`src/rtl/v_sel_rr_arbiter.sv`:
```
// v_sel_rr_arbiter: registered round-robin select generator for a 3-to-8 decoder.
// Skips index 1, bounds each grant to HOLD enabled cycles and forces one idle gap after each grant.
module v_sel_rr_arbiter #(
    parameter int HOLD = 4
) (
    input  logic       clk,
    input  logic       clr,
    input  logic       en,
    input  logic [7:0] req,
    output logic [2:0] sel,
    output logic       valid,
    output logic       done
);

    typedef enum logic {
        ST_IDLE,
        ST_GRANT
    } state_t;

    localparam logic [3:0] HOLD_M1 = 4'(HOLD - 1);

    state_t     r_state;
    logic [2:0] r_last;
    logic [3:0] r_cnt;
    logic [2:0] r_sel;
    logic       r_valid;
    logic       r_done;

    state_t     w_state;
    logic [2:0] w_last;
    logic [3:0] w_cnt;
    logic [2:0] w_sel;
    logic       w_valid;
    logic       w_done;

    logic [7:0] w_mreq;
    logic [2:0] w_cand;
    logic [2:0] w_pick;
    logic       w_found;
    logic       w_end;

    // Decoder output 1 is unused, so its request never competes.
    assign w_mreq = req & 8'b1111_1101;

    // Circular priority search starting just after the last granted index.
    always_comb begin
        w_found = 1'b0;
        w_pick  = 3'd0;
        w_cand  = 3'd0;
        for (int k = 1; k <= 8; k++) begin
            w_cand = r_last + 3'(k);
            if (!w_found && w_mreq[w_cand]) begin
                w_found = 1'b1;
                w_pick  = w_cand;
            end
        end
    end

    // A grant ends on tenure expiry or when its own request drops.
    assign w_end = (r_cnt == 4'd0) || !req[r_sel];

    // Next-state and output decode; done is a single-cycle pulse by default.
    always_comb begin
        w_state = r_state;
        w_last  = r_last;
        w_cnt   = r_cnt;
        w_sel   = r_sel;
        w_valid = r_valid;
        w_done  = 1'b0;
        if (en) begin
            case (r_state)
                ST_IDLE: begin
                    if (w_found) begin
                        w_sel   = w_pick;
                        w_valid = 1'b1;
                        w_cnt   = HOLD_M1;
                        w_state = ST_GRANT;
                    end else begin
                        w_valid = 1'b0;
                    end
                end
                ST_GRANT: begin
                    if (w_end) begin
                        w_valid = 1'b0;
                        w_done  = 1'b1;
                        w_last  = r_sel;
                        w_state = ST_IDLE;
                    end else begin
                        w_cnt = r_cnt - 4'd1;
                    end
                end
                default: begin
                    w_state = ST_IDLE;
                end
            endcase
        end
    end

    // State and output registers; clr wipes everything immediately.
    always_ff @(posedge clk or posedge clr) begin
        if (clr) begin
            r_state <= ST_IDLE;
            r_last  <= 3'b111;
            r_cnt   <= 4'd0;
            r_sel   <= 3'b000;
            r_valid <= 1'b0;
            r_done  <= 1'b0;
        end else begin
            r_state <= w_state;
            r_last  <= w_last;
            r_cnt   <= w_cnt;
            r_sel   <= w_sel;
            r_valid <= w_valid;
            r_done  <= w_done;
        end
    end

    assign sel   = r_sel;
    assign valid = r_valid;
    assign done  = r_done;

endmodule

```
`config.mk`:
```
export PLATFORM = sky130hd
export DESIGN_NAME = v_sel_rr_arbiter
export DESIGN_NICKNAME = d
export VERILOG_FILES = /design/src/rtl/v_sel_rr_arbiter.sv
export SDC_FILE = /design/constraint.sdc
export NUM_CORES = 1
export LEC_CHECK = 0
export ABC_CLOCK_PERIOD_IN_PS = 6900
export CORE_MARGIN = 10
export CORE_UTILIZATION = 45
export CTS_CLUSTER_SIZE = 14
export DETAILED_ROUTE_END_ITERATION = 16
export PLACE_DENSITY = 0.71
export SYNTH_ARGS = -nofsm -noshare
export SYNTH_HDL_FRONTEND = slang
export SYNTH_SLANG_ARGS = --single-unit
```
`constraint.sdc`:
```
create_clock -name clk -period 6.9 [get_ports clk]
set_input_delay 1.38 -clock clk [delete_from_list [all_inputs] [get_ports clk]]
set_output_delay 1.38 -clock clk [all_outputs]
set_load 0.1 [all_outputs]
```
==> flow_metrics.tcl, run 1 <==
set metrics [dict create \
    syn_area_per_cell_um2 8.87 \
    worstPathArrival_ns 3.86 \
    cap_violations 0 \
    cts_tree "done" \
    setup_violations 0 \
    hold_viol 0 \
    status "finished, final reports clean" \
    post-place-ws_ns 2.94 \
    yosysMostFrequentCell "inv_1" \
    rsz0062_at_grt "no" \
    antenna_cells 0 \
    drive_above_1_share_pct 15.1 \
    startpoint_type "primary input" \
    numClockSinks 13 \
    drt_first_pass_iters 4 \
    grt_pass1_vias 1485 \
    die_h_um 79.9 \
    num_io_pins 16 \
    maxSlewViolCount 0 \
    layout_min_cycle_time_ns 3.70 \
    rows 21 \
    vias 1551 \
    path_class "in2reg" \
    drt-wirelength-per-cell_um 17.9 \
    end_kind "register" \
    synth_cell_type_count 51 \
    routed_via_density 6.52 \
    synth_area_leaders "dfrtp_1 (16%), mux4_2 (13%), mux2_2 (5.6%)" \
    synth_top_area_cell "dfrtp_1" \
    numCtsBuffers 3 \
    worst_slack_ns 3.20 \
    r2r_slack_ns 3.26 \
    drcViolationCount 0 \
    area_delta_synth_final_pct 11.7 \
    grt_max_degree 25 \
    clockRootBuffer "clkbuf_4" \
    die_w_um 79.9 \
    fin_nets 208 \
    grt_overflow 0 \
    seq_area_frac_synth_pct 20.4 \
    ant_nets 0 \
    r2r_end "sel[2]" \
    cts-resized-gates 0 \
    worst_hold_slack_ns 0.509 \
    hold_path_class "reg2reg" \
    gr-usage-all-layers_pct 13.5 \
    placedCellCount 234 \
    routed_wl_um 4270 \
    r2r_cells 8 \
    ys.flop_type "dfrtp_1" \
    cts_setup_buffers 0 \
    clockBufferDepth 2 \
    fin_skew_ns 0.00292 \
    crit_fanout 9 \
    finalSetupTns_ns 0 \
    dp_hpwl_um 3350 \
    ys_seq_elements 13 \
    slew_headroom_pct 33.4 \
    htreeDepth 1 \
    async_reset_ff_share_pct 100 \
    antenna_found_initial 0 \
    min_path_cells 1 \
    synthesis.area_um2 1610 \
    port_buffers 15 \
    worstHoldStart "r_cnt[0]" \
    stdcell_count 238 \
    hold-path-endpoint "r_cnt[0]" \
    grt_pass1_wl_um 7160 \
    cts_hold_buf 0 \
    fin_crit_sh_pct 53.7 \
    worst_slew_pin_slew_ns 0.996 \
    synth.cells.most_frequent "inv_1 (14), nand2_1 (13), a21oi_1 (12)" \
    clk-insertion-delay-late_ns 0.27 \
    syn-instance-count 182 \
    fillers 321 \
    fmax_ghz 0.270 \
    synth-edff-count 0 \
    design.core.area_um2 3390 \
    yosysWarnings 0 \
    r2r_start "r_last[0]" \
    gp_congestion 0.931 \
    dieArea_um2 6380 \
    syn-num-nets 197 \
    drtIter0Drc 183 \
    yosysTopAreaCellShare_pct 15.5 \
    start_util_pct 47.6 \
    clkSlewWorstSetupHoldPaths_ns 0.08 \
    worstPathRequired_ns 7.05 \
]
## critical path, cell delays in order
cell	delay (ns)
clkdlybuf4s50_1	0.53
mux2_2	0.34
mux4_2	0.56
nor3_4	0.37
a32oi_1	0.18
a2111oi_2	0.40
nor3_1	0.10
## registers in the layout, indices dropped and copies added (netlist names)
signal / count
done: 1
sel: 3
r_last: 3
valid: 1
r_state: 1
r_cnt: 4
## final cells by class
type | count | area (um^2) | area share [%]
Clock buffer | 4 | 26.3 | 1.46
Sequential cell | 13 | 329 | 18.3
Tap cell | 46 | 57.6 | 3.19
Inverter | 14 | 52.6 | 2.91
Multi-Input combinational cell | 146 | 1190 | 65.9
Timing Repair Buffer | 15 | 150 | 8.33
## cell families after synthesis
kind of cell / count (synthesis) / synth area share (%)
compound gates: 63 / 28.7
xor+xnor: 6 / 3.26
fa+ha+maj: 4 / 3.10
buf+inv: 23 / 6.05
flops: 13 / 20.4
mux: 21 / 20.9
simple gates: 52 / 17.6
## how the worst max path moves through the flow
stage | endpoint | slack (ns) | cells after the start | startpoint
final | sel[2] | 3.20 | 7 | req[2]
after detailed placement | sel[2] | 2.94 | 7 | req[2]
after CTS | sel[2] | 3.23 | 7 | req[2]
after global placement | sel[2] | 3.01 | 7 | req[5]
after floorplan | sel[2] | 3.56 | 12 | r_last[1]
after global routing | sel[2] | 3.00 | 8 | r_last[0]
## cells in the final DEF, fill, tap and decap left out, types with 5 or more instances in the layout
cell type	synthesis	layout
dfrtp_1	10	10
inv_1	14	14
mux4_2	9	9
nor3_1	5	5
nand4_1	6	6
a32oi_1	5	5
o21ai_0	7	7
nand2_1	13	13
clkdlybuf4s50_1	0	15
mux2_2	8	8
a211oi_1	7	7
a21oi_1	12	12
nor2_1	7	7
## stage by stage
| stage | util (%) | area (um^2) |
|---|---|---|
| 2_1_floorplan | - | 1610 |
| 3_3_place_gp | 52.4 | 1780 |
| 3_5_place_dp | 52.4 | 1780 |
| 4_1_cts | 53.2 | 1800 |
| 5_1_grt | 53.2 | 1800 |
| 6_report | 53.2 | 1800 |
## routing by layer
metal | vias up | wire length (um) | track usage (%)
met5 | - | 0 | 0
met4 | 0 | 65 | 3.70
met3 | 6 | 324 | 3.27
met2 | 62 | 1950 | 21.0
met1 | 745 | 1930 | 18.1
li1 | 738 | - | -
Power of run 1 is not shown: default switching activity piles up to over one toggle a cycle in this logic, so the estimate is an artifact.
==> run 2, diff against run 1 <==
--- a/config.mk
+++ b/config.mk
@@ -5,7 +5,7 @@
 export SDC_FILE = /design/constraint.sdc
 export NUM_CORES = 1
 export LEC_CHECK = 0
-export ABC_CLOCK_PERIOD_IN_PS = 6900
+export ABC_CLOCK_PERIOD_IN_PS = 3600
 export CORE_MARGIN = 10
 export CORE_UTILIZATION = 45
 export CTS_CLUSTER_SIZE = 14
==> constraint.sdc (replaced) <==
create_clock -name clk -period 3.6 [get_ports clk]
set_input_delay 0.72 -clock clk [delete_from_list [all_inputs] [get_ports clk]]
set_output_delay 0.72 -clock clk [all_outputs]
set_load 0.1 [all_outputs]
==> run 2 against run 1 <==
Compared with the run above: register-to-register slack got worse by 2.6 ns; critical path depth unchanged; sequential cell count unchanged.
==> flow_metrics.tcl, run 2 (synthesized netlist as in run 1, its figures left out) <==
set metrics [dict create \
    cts_hold_buf 0 \
    dp_hpwl_um 3540 \
    design.core.area_um2 3390 \
    worstPathArrival_ns 3.17 \
    rsz0062_at_grt "no" \
    vias 1644 \
    routed_via_density 6.79 \
    status "finished, final reports clean" \
    worst_slew_pin_slew_ns 0.970 \
    startpoint_type "primary input" \
    grt_pass1_vias 1529 \
    finalSetupTns_ns 0 \
    final_common_cell "inv_1" \
    final_cell_mix "inv_1 (14), nand2_1 (13), a21oi_1 (12), clkdlybuf4s50_1 (12), dfrtp_1 (10)" \
    place_area_um2 1800 \
    antenna_found_initial 0 \
    clockRootBuffer "clkbuf_4" \
    cts_setup_buffers 0 \
    die_h_um 79.9 \
    utilization_pct 53.9 \
    rows 21 \
    antenna_cells 0 \
    die_w_um 79.9 \
    drcViolationCount 0 \
    cap_violations 0 \
    cts_tree "done" \
    ant_nets 0 \
    numCtsBuffers 3 \
    hold_viol 0 \
    numClockSinks 13 \
    largest_reg_flops 4 \
    end_kind "register" \
    port_buffers 15 \
    cts-resized-gates 0 \
    gr-usage-all-layers_pct 14.5 \
    start_util_pct 47.6 \
    drive_above_1_share_pct 18.4 \
    clockBufferDepth 2 \
    path_class "in2reg" \
    num_io_pins 16 \
    setup_violations 0 \
    drt-wirelength-per-cell_um 19.3 \
    clk-insertion-delay-late_ns 0.28 \
    final_area_um2 1830 \
    crit_fanout 9 \
    fin_crit_sh_pct 83.5 \
    maxSlewViolCount 0 \
    htreeDepth 1 \
    worstPathRequired_ns 3.76 \
    drt_first_pass_iters 5 \
    area_delta_synth_final_pct 13.1 \
    grt_max_degree 24 \
    largest-register "r_cnt" \
    gp_congestion 0.916 \
    layout_min_cycle_time_ns 3.01 \
    fmax_ghz 0.333 \
    drtIter0Drc 257 \
    hold_path_class "reg2reg" \
    fin_nets 212 \
    grt_pass1_wl_um 7660 \
    grt_overflow 0 \
    fin_skew_ns 0.00398 \
    routed_wl_um 4680 \
    dieArea_um2 6380 \
    clkSlewWorstSetupHoldPaths_ns 0.08 \
    slew_headroom_pct 35.1 \
]
==> run 2: worst paths after layout <==
kind / from / endpoint / slack, ns / cells after the start
setup / recovery: req[5] / sel[2] / 0.59 / 7
hold / removal: r_cnt[0] / r_cnt[0] / 0.51 / 1
setup reg to reg: r_last[0] / sel[2] / 0.65 / 8
hold reg to reg: r_cnt[0] / r_cnt[0] / 0.51 / 1
max in group asynchronous: clr / r_last[1] / 2.50 / 2
min in group asynchronous: clr / valid / 0.75 / 2
==> run 2: cell type report <==
type,instances,area (um^2)
Sequential cell,13,329
Timing Repair Buffer,19,173
Tap cell,46,57.6
Inverter,14,52.6
Clock buffer,4,26.3
Multi-Input combinational cell,146,1190
Fill cell,308,1560
==> run 2: worst max-delay path: stages <==
cell and delay, ns:
clkdlybuf4s50_1 0.53, mux2_2 0.33, mux4_2 0.57, nor3_4 0.37, a32oi_1 0.18, a2111oi_2 0.39
nor3_1 0.10
==> run 2: per-layer routing <==
layer  global-route usage (%)  part of all wire, %  up-vias
li1                         -                    -      746
met1                     19.0                   41      769
met2                     22.5                   46      112
met3                     3.27                  9.9       17
met4                     5.63                  3.8        0
met5                        0                    0        -
==> run 2: through the flow <==
| stage | hold WS, ns | setup WS, ns | std cells |
|---|---|---|---|
| after floorplan | 0.469 | 0.261 | 182 |
| after global placement | 0.490 | 0.366 | 238 |
| after detailed placement | 0.500 | 0.297 | 238 |
| after CTS | 0.511 | 0.598 | 242 |
| after global routing | 0.549 | 0.462 | 242 |
| final | 0.509 | 0.593 | 242 |
Power of run 2 is left out for the same reason.
